$ cat config.mk
export PLATFORM = sky130hd
export DESIGN_NAME = nrx_rom_dl_ctrl
export DESIGN_NICKNAME = d
export VERILOG_FILES = /design/src/rtl/nrx_rom_dl_ctrl.sv
export SDC_FILE = /design/constraint.sdc
export NUM_CORES = 1
export LEC_CHECK = 0
export BUFFER_PORTS_ARGS = -buffer_cell sky130_fd_sc_hd__buf_2
export CORE_MARGIN = 10
export CORE_UTILIZATION = 45
export DETAILED_ROUTE_END_ITERATION = 8
export GPL_ROUTABILITY_DRIVEN = 0
export HOLD_SLACK_MARGIN = 0.03
export PLACE_DENSITY = 0.67
export SYNTH_ARGS = -nofsm -noshare
export SYNTH_HDL_FRONTEND = slang
export SYNTH_SLANG_ARGS = --single-unit
$ cat constraint.sdc
create_clock -name CLK -period 4.3 [get_ports CLK]
set_input_delay 0.86 -clock CLK [delete_from_list [all_inputs] [get_ports CLK]]
set_output_delay 0.86 -clock CLK [all_outputs]
set_load 0.05 [all_outputs]
$ cat src/rtl/nrx_rom_dl_ctrl.sv
// ROM download sequencer: turns the ioctl byte stream into per-region ROM writes,
// checks per-region byte counts and holds the game core in reset until a good image has settled.
module nrx_rom_dl_ctrl #(
  parameter logic [99:0] RBASE = {25'h05120, 25'h05000, 25'h04000, 25'h00000},
  parameter logic [67:0] RSIZE = {17'd256, 17'd288, 17'd4096, 17'd16384},
  parameter int unsigned HOLD  = 16
) (
  input  logic        CLK,
  input  logic        RESET,
  input  logic        USR_RST,
  input  logic        DL_ACT,
  input  logic        DL_WR,
  input  logic [24:0] DL_ADDR,
  input  logic [7:0]  DL_DATA,
  output logic [3:0]  ROMWE,
  output logic [15:0] ROMAD,
  output logic [7:0]  ROMDT,
  output logic        CORE_RST,
  output logic        DL_BUSY,
  output logic        DL_OK,
  output logic        DL_ERR
);

  typedef enum logic [2:0] {S_IDLE, S_LOAD, S_SETTLE, S_DONE, S_ERR} state_t;

  state_t      state_q;
  logic        act_q;
  logic        usr_q;
  logic        ovf_q, ovf_d;
  logic [7:0]  settle_q;
  logic [16:0] cnt_q [4];
  logic [16:0] cnt_d [4];
  logic [3:0]  romwe_q;
  logic [15:0] romad_q;
  logic [7:0]  romdt_q;

  logic        rise, fall, wr_acc, hit, img_good;
  logic [1:0]  hit_r;
  logic [15:0] local_ad;
  logic [25:0] base_ext, end_ext;

  assign rise   = DL_ACT & ~act_q;
  assign fall   = ~DL_ACT & act_q;
  assign wr_acc = DL_WR & DL_ACT;

  // Region decode; scanning from 3 down to 0 lets the lowest matching region win.
  always_comb begin
    hit      = 1'b0;
    hit_r    = 2'd0;
    local_ad = 16'd0;
    base_ext = 26'd0;
    end_ext  = 26'd0;
    for (int r = 3; r >= 0; r--) begin
      base_ext = {1'b0, RBASE[25*r +: 25]};
      end_ext  = base_ext + {9'd0, RSIZE[17*r +: 17]};
      if ({1'b0, DL_ADDR} >= base_ext && {1'b0, DL_ADDR} < end_ext) begin
        hit      = 1'b1;
        hit_r    = 2'(r);
        local_ad = 16'(DL_ADDR - RBASE[25*r +: 25]);
      end
    end
  end

  // A rise clears the counts first, so a write on the rise cycle still counts as 1.
  always_comb begin
    ovf_d    = rise ? 1'b0 : ovf_q;
    img_good = ~ovf_q;
    if (wr_acc && !hit) ovf_d = 1'b1;
    for (int r = 0; r < 4; r++) begin
      cnt_d[r] = rise ? 17'd0 : cnt_q[r];
      if (wr_acc && hit && hit_r == 2'(r) && cnt_d[r] != 17'h1FFFF) cnt_d[r] = cnt_d[r] + 17'd1;
      if (cnt_q[r] != RSIZE[17*r +: 17]) img_good = 1'b0;
    end
  end

  always_ff @(posedge CLK) begin
    if (RESET) begin
      state_q  <= S_IDLE;
      act_q    <= DL_ACT;  // a download still active across reset must not look like a rise
      usr_q    <= 1'b0;
      ovf_q    <= 1'b0;
      settle_q <= 8'd0;
      romwe_q  <= 4'd0;
      romad_q  <= 16'd0;
      romdt_q  <= 8'd0;
      for (int r = 0; r < 4; r++) cnt_q[r] <= 17'd0;
    end else begin
      act_q   <= DL_ACT;
      usr_q   <= USR_RST;
      ovf_q   <= ovf_d;
      romwe_q <= 4'd0;
      for (int r = 0; r < 4; r++) cnt_q[r] <= cnt_d[r];
      if (wr_acc && hit) begin
        romwe_q <= 4'd1 << hit_r;
        romad_q <= local_ad;
        romdt_q <= DL_DATA;
      end
      case (state_q)
        S_LOAD: begin
          if (fall) begin
            state_q  <= S_SETTLE;
            settle_q <= 8'(HOLD - 1);
          end
        end
        S_SETTLE: begin
          if (settle_q == 8'd0) state_q <= img_good ? S_DONE : S_ERR;
          else                  settle_q <= settle_q - 8'd1;
        end
        default: ;
      endcase
      if (rise) state_q <= S_LOAD;
    end
  end

  assign ROMWE    = romwe_q;
  assign ROMAD    = romad_q;
  assign ROMDT    = romdt_q;
  assign CORE_RST = usr_q | (state_q != S_DONE);
  assign DL_BUSY  = (state_q == S_LOAD) || (state_q == S_SETTLE);
  assign DL_OK    = (state_q == S_DONE);
  assign DL_ERR   = (state_q == S_ERR);

endmodule

==> Flow_metrics.wiki <==
{| class="wikitable"
! Metric !! Value
|-
| Placeable core area || about 12000 sq um
|-
| Wire length per cell || 15.8 microns
|-
| Post-layout minimum cycle time || ~3.6 ns
|-
| Category of the critical setup timing path || in2reg
|-
| Final HPWL DP || around 10000 microns
|-
| Setup slack of the most critical reg-to-reg path || 0.96 ns
|-
| Distinct cells, synth || between 50 and 60
|-
| Via total after detailed routing || between 4k and 5k
|-
| Detailed Route WL || 14000 microns
|-
| Max clock buf depth || 2
|-
| Clock network latency to the later pin of the worst-skew pair || about 0.36 ns
|-
| Maximum operating frequency || between 200 and 300 MHz
|-
| Input/output buffers || 69
|-
| Syn Inst Count || between 600 and 700
|-
| Ratio of routed vias to standard cells || 5.62
|-
| Startpoint Class || input port
|-
| H-tree depth reported by CTS || 3
|-
| Slew HR || 17.7%
|-
| Category of the worst setup path capture point || flip-flop
|-
| Cell types occupying the most area after synthesis || sky130_fd_sc_hd__dfxtp_1, sky130_fd_sc_hd__nor2_1, sky130_fd_sc_hd__nand2_1
|-
| Crit path max fanout || 14
|-
| Leakage power || 0.00231 uW
|-
| Number of warnings reported in the yosys synthesis log || 0
|-
| Transition time at the pin with the least slew margin || approximately 1.2 ns
|-
| Data arrival, critical path || between 3 and 4 ns
|-
| Residual antenna-violating net count after detailed routing || 0
|-
| Req. time, crit path || roughly 4.6 ns
|-
| GRT overflow || 0
|-
| I/O pin count || 70
|-
| Hold-critical path depth || 2
|-
| Residual DRC || 0
|-
| Synth Net Count || 722
|-
| Max VDD drop || 0.186 mV
|-
| Post-route clock period utilization || 82.9%
|-
| Synth area leader || sky130_fd_sc_hd__dfxtp_1
|-
| Row cnt || 40
|-
| Antenna violations before repair || 0
|-
| Number of cells upsized or downsized after cts || 0
|-
| Cts hold-fix bufs || 0
|-
| Startpoint of the lowest-slack hold path || ROMDT[0]
|-
| Vertical extent of the die || around 130 microns
|-
| Number of global-route vias before repair || 4846
|-
| Smallest setup slack after layout || about 0.73 ns
|-
| Total of flip-flops plus latches after synthesis || between 100 and 150
|-
| Multi-input gate area in the final layout || 3120 sq um
|-
| Number of max-cap violations || 0
|-
| Proportion of register bits with asynchronous set or reset after synthesis || 0%
|-
| Drt pass-1 iters || 4
|-
| Starting DRC count in detailed routing || between 300 and 400
|-
| Mean instance size in the synthesized netlist || 8.17 sq um
|-
| Final layout net count || roughly 790
|-
| Clk sink count || between 100 and 150
|-
| TritonCTS clock tree || done
|-
| Area Growth Syn to Fin || 15.9%
|-
| Number of inserted diodes || 0
|-
| Post-place setup slack || 0.405 ns
|-
| Depth of the worst register-to-register path || 12
|-
| Buffers inserted during post-CTS setup optimization || 0
|-
| Number of flops mapped to enable cells by yosys || 0
|-
| Initial Utilization || 45.8%
|-
| Type of the most critical hold path || reg2reg
|-
| Status || finished clean
|-
| Number of max-slew violations in the final report || 0
|-
| Seq/Total Area, Yosys || approximately two fifths
|-
| Capture instance of the worst register-to-register path || cnt_q[1][9]
|-
| Fillcell total || about 1.1k
|-
| Hold endpoint || ROMDT[0]
|-
| Number of clock buffers inserted by TritonCTS || 9
|-
| Area of the die || 17000 sq um
|-
| Total Neg Setup Slack || 0 ns
|-
| Clock transition at the registers of the reported paths || 0.08 ns
|-
| Placed cell area || ~6000 sq um
|-
| Number of hold-slack violations in the final timing report || 0
|-
| Total area of sequential cells || 2200 sq um
|-
| Total global routing track utilization || 16.8%
|-
| Worst setup skew after layout || between 0.01 and 0.015 ns
|-
| Cell chosen for the clock root || sky130_fd_sc_hd__clkbuf_16
|-
| Die X || 130 microns
|-
| Portion of synthesized cell area occupied by the leading cell type || 40.2%
|-
| Unrepaired setup endpoints after global routing || no
|-
| Final design instance area without fill || 6340 sq um
|-
| Pin count of the biggest net entering global routing || 71
|-
| Synth Cell Area || 5470 sq um
|-
| Final Hold Slack || 0.452 ns
|-
| Share of layout cells above drive strength 1 || 14.6%
|-
| Global-route wire length before repair || 23400 microns
|-
| Top_reg_cell synth || sky130_fd_sc_hd__dfxtp_1
|-
| Launch instance of the worst register-to-register path || act_q
|-
| Power Density || 338 nW/um^2
|-
| Number of setup violations in the final report || 0
|}
[critical path, stage by stage]
cell and delay, ns:
sky130_fd_sc_hd__buf_2 0.13, sky130_fd_sc_hd__nand2b_1 0.12, sky130_fd_sc_hd__buf_4 0.21, sky130_fd_sc_hd__and2_1 0.18, sky130_fd_sc_hd__ha_1 0.22, sky130_fd_sc_hd__nand2_1 0.08, sky130_fd_sc_hd__nor4_1 0.05, sky130_fd_sc_hd__ha_1 0.20
sky130_fd_sc_hd__or4b_1 0.53, sky130_fd_sc_hd__nor4_2 0.52, sky130_fd_sc_hd__nand2b_1 0.25, sky130_fd_sc_hd__or3_1 0.37, sky130_fd_sc_hd__a21oi_1 0.15
[registers in the layout, summed over array words and instances (netlist names)]
name	flops
cnt_q	68
ROMAD	16
ROMDT	8
settle_q	8
ROMWE	4
state_q	3
act_q	1
ovf_q	1
usr_q	1
[layout by cell type, fill, tap and decap left out, types with 6 or more instances in the layout]
cell type,netlist,final
sky130_fd_sc_hd__o21ai_0,18,18
sky130_fd_sc_hd__nand2b_1,8,8
sky130_fd_sc_hd__inv_1,17,17
sky130_fd_sc_hd__nor3_1,22,21
sky130_fd_sc_hd__a21oi_1,37,37
sky130_fd_sc_hd__nand2_1,77,77
sky130_fd_sc_hd__nor2_1,91,91
sky130_fd_sc_hd__dfxtp_1,110,110
sky130_fd_sc_hd__o211ai_1,6,6
sky130_fd_sc_hd__buf_4,0,7
sky130_fd_sc_hd__or3_1,17,17
sky130_fd_sc_hd__xor2_1,29,29
sky130_fd_sc_hd__nand4_1,22,22
sky130_fd_sc_hd__xnor2_1,27,27
sky130_fd_sc_hd__nand3_1,38,38
sky130_fd_sc_hd__and2_1,15,15
sky130_fd_sc_hd__nor4_1,24,24
sky130_fd_sc_hd__ha_1,14,14
sky130_fd_sc_hd__buf_2,2,69
sky130_fd_sc_hd__and3_1,9,9
sky130_fd_sc_hd__clkbuf_16,0,9
[report_power, final]
group,switching (uW),leakage (uW),internal [uW],total [uW]
clock network,395,0.000173,590,985
registers,6.54,0.000887,1030,1030
logic,83.7,0.00124,42.9,127
total,485,0.00231,1660,2140
[synthesized netlist by cell type (2+ instances only)]
library cell	count
sky130_fd_sc_hd__buf_2	2
sky130_fd_sc_hd__nand3b_1	2
sky130_fd_sc_hd__nor3b_1	3
sky130_fd_sc_hd__nand2b_1	8
sky130_fd_sc_hd__a211oi_1	4
sky130_fd_sc_hd__nand4b_1	2
sky130_fd_sc_hd__o21ai_0	18
sky130_fd_sc_hd__or2_2	4
sky130_fd_sc_hd__and4_1	5
sky130_fd_sc_hd__nand3_1	38
sky130_fd_sc_hd__a32oi_1	2
sky130_fd_sc_hd__nor4_2	2
sky130_fd_sc_hd__or4_1	5
sky130_fd_sc_hd__o211ai_1	6
sky130_fd_sc_hd__inv_1	17
sky130_fd_sc_hd__nor2b_1	5
sky130_fd_sc_hd__ha_1	14
sky130_fd_sc_hd__a311oi_1	2
sky130_fd_sc_hd__a21oi_1	37
sky130_fd_sc_hd__or3_1	17
sky130_fd_sc_hd__xor2_1	29
sky130_fd_sc_hd__nor4b_1	5
sky130_fd_sc_hd__mux2i_1	5
sky130_fd_sc_hd__nor3_1	22
sky130_fd_sc_hd__and2_1	15
sky130_fd_sc_hd__nor2_1	91
sky130_fd_sc_hd__nor4_1	24
sky130_fd_sc_hd__nand2_1	77
sky130_fd_sc_hd__xnor2_1	27
sky130_fd_sc_hd__and3_1	9
sky130_fd_sc_hd__clkbuf_1	21
sky130_fd_sc_hd__nand4_1	22
sky130_fd_sc_hd__dfxtp_1	110
[routing by layer]
layer / vias to the layer above / part of all wire (%) / GRT usage (%)
met1: 2349 / 46 / 21.4
met3: 17 / 6.0 / 4.75
met5: - / 0 / 0
met4: 0 / 1.4 / 4.43
li1: 2485 / - / -
met2: 125 / 46 / 27.3
[metrics by stage]
stage | util, % | power [uW] | instances
final | 53.0 | 2140 | 886
after global routing | 53.0 | 2220 | 886
after CTS | 53.0 | 2160 | 886
after detailed placement | 50.1 | 1180 | 870
after global placement | 50.1 | 1180 | 870
after floorplan | - | 1130 | 670
[cells by family (layout without fill, tap and decap cells)]
logic type,count (synthesis),after routing,share of synthesized area [%]
multiplexers,6,6,1.12
AO/OA/AOI/OAI,79,79,9.33
XOR/XNOR,56,56,8.96
buffers and inverters,41,110,2.86
flip-flops,110,110,40.2
AND/OR/NAND/NOR,364,364,34.3
adder cells (fa/ha/maj),14,14,3.20
[area by class of cell]
| class | count | area share, % |
|---|---|---|
| Clock buffer | 10 | 3.77 |
| Clock inverter | 6 | 1.83 |
| Inverter | 17 | 1.01 |
| Multi-Input combinational cell | 519 | 49.2 |
| Sequential cell | 110 | 34.7 |
| Tap cell | 147 | 2.90 |
| Timing Repair Buffer | 77 | 6.59 |
[worst max path at each step]
| stage | startpoint | endpoint | slack (ns) |
|---|---|---|---|
| after global routing | DL_ACT | cnt_q[1][9] | 0.53 |
| after CTS | DL_ACT | cnt_q[1][9] | 0.76 |
| after detailed placement | DL_ACT | cnt_q[1][9] | 0.40 |
| after global placement | DL_ACT | cnt_q[3][11] | 0.45 |
| final | DL_ACT | cnt_q[1][9] | 0.73 |
| after floorplan | DL_ACT | cnt_q[2][13] | 0.39 |
(Power assumes the default switching activity.)
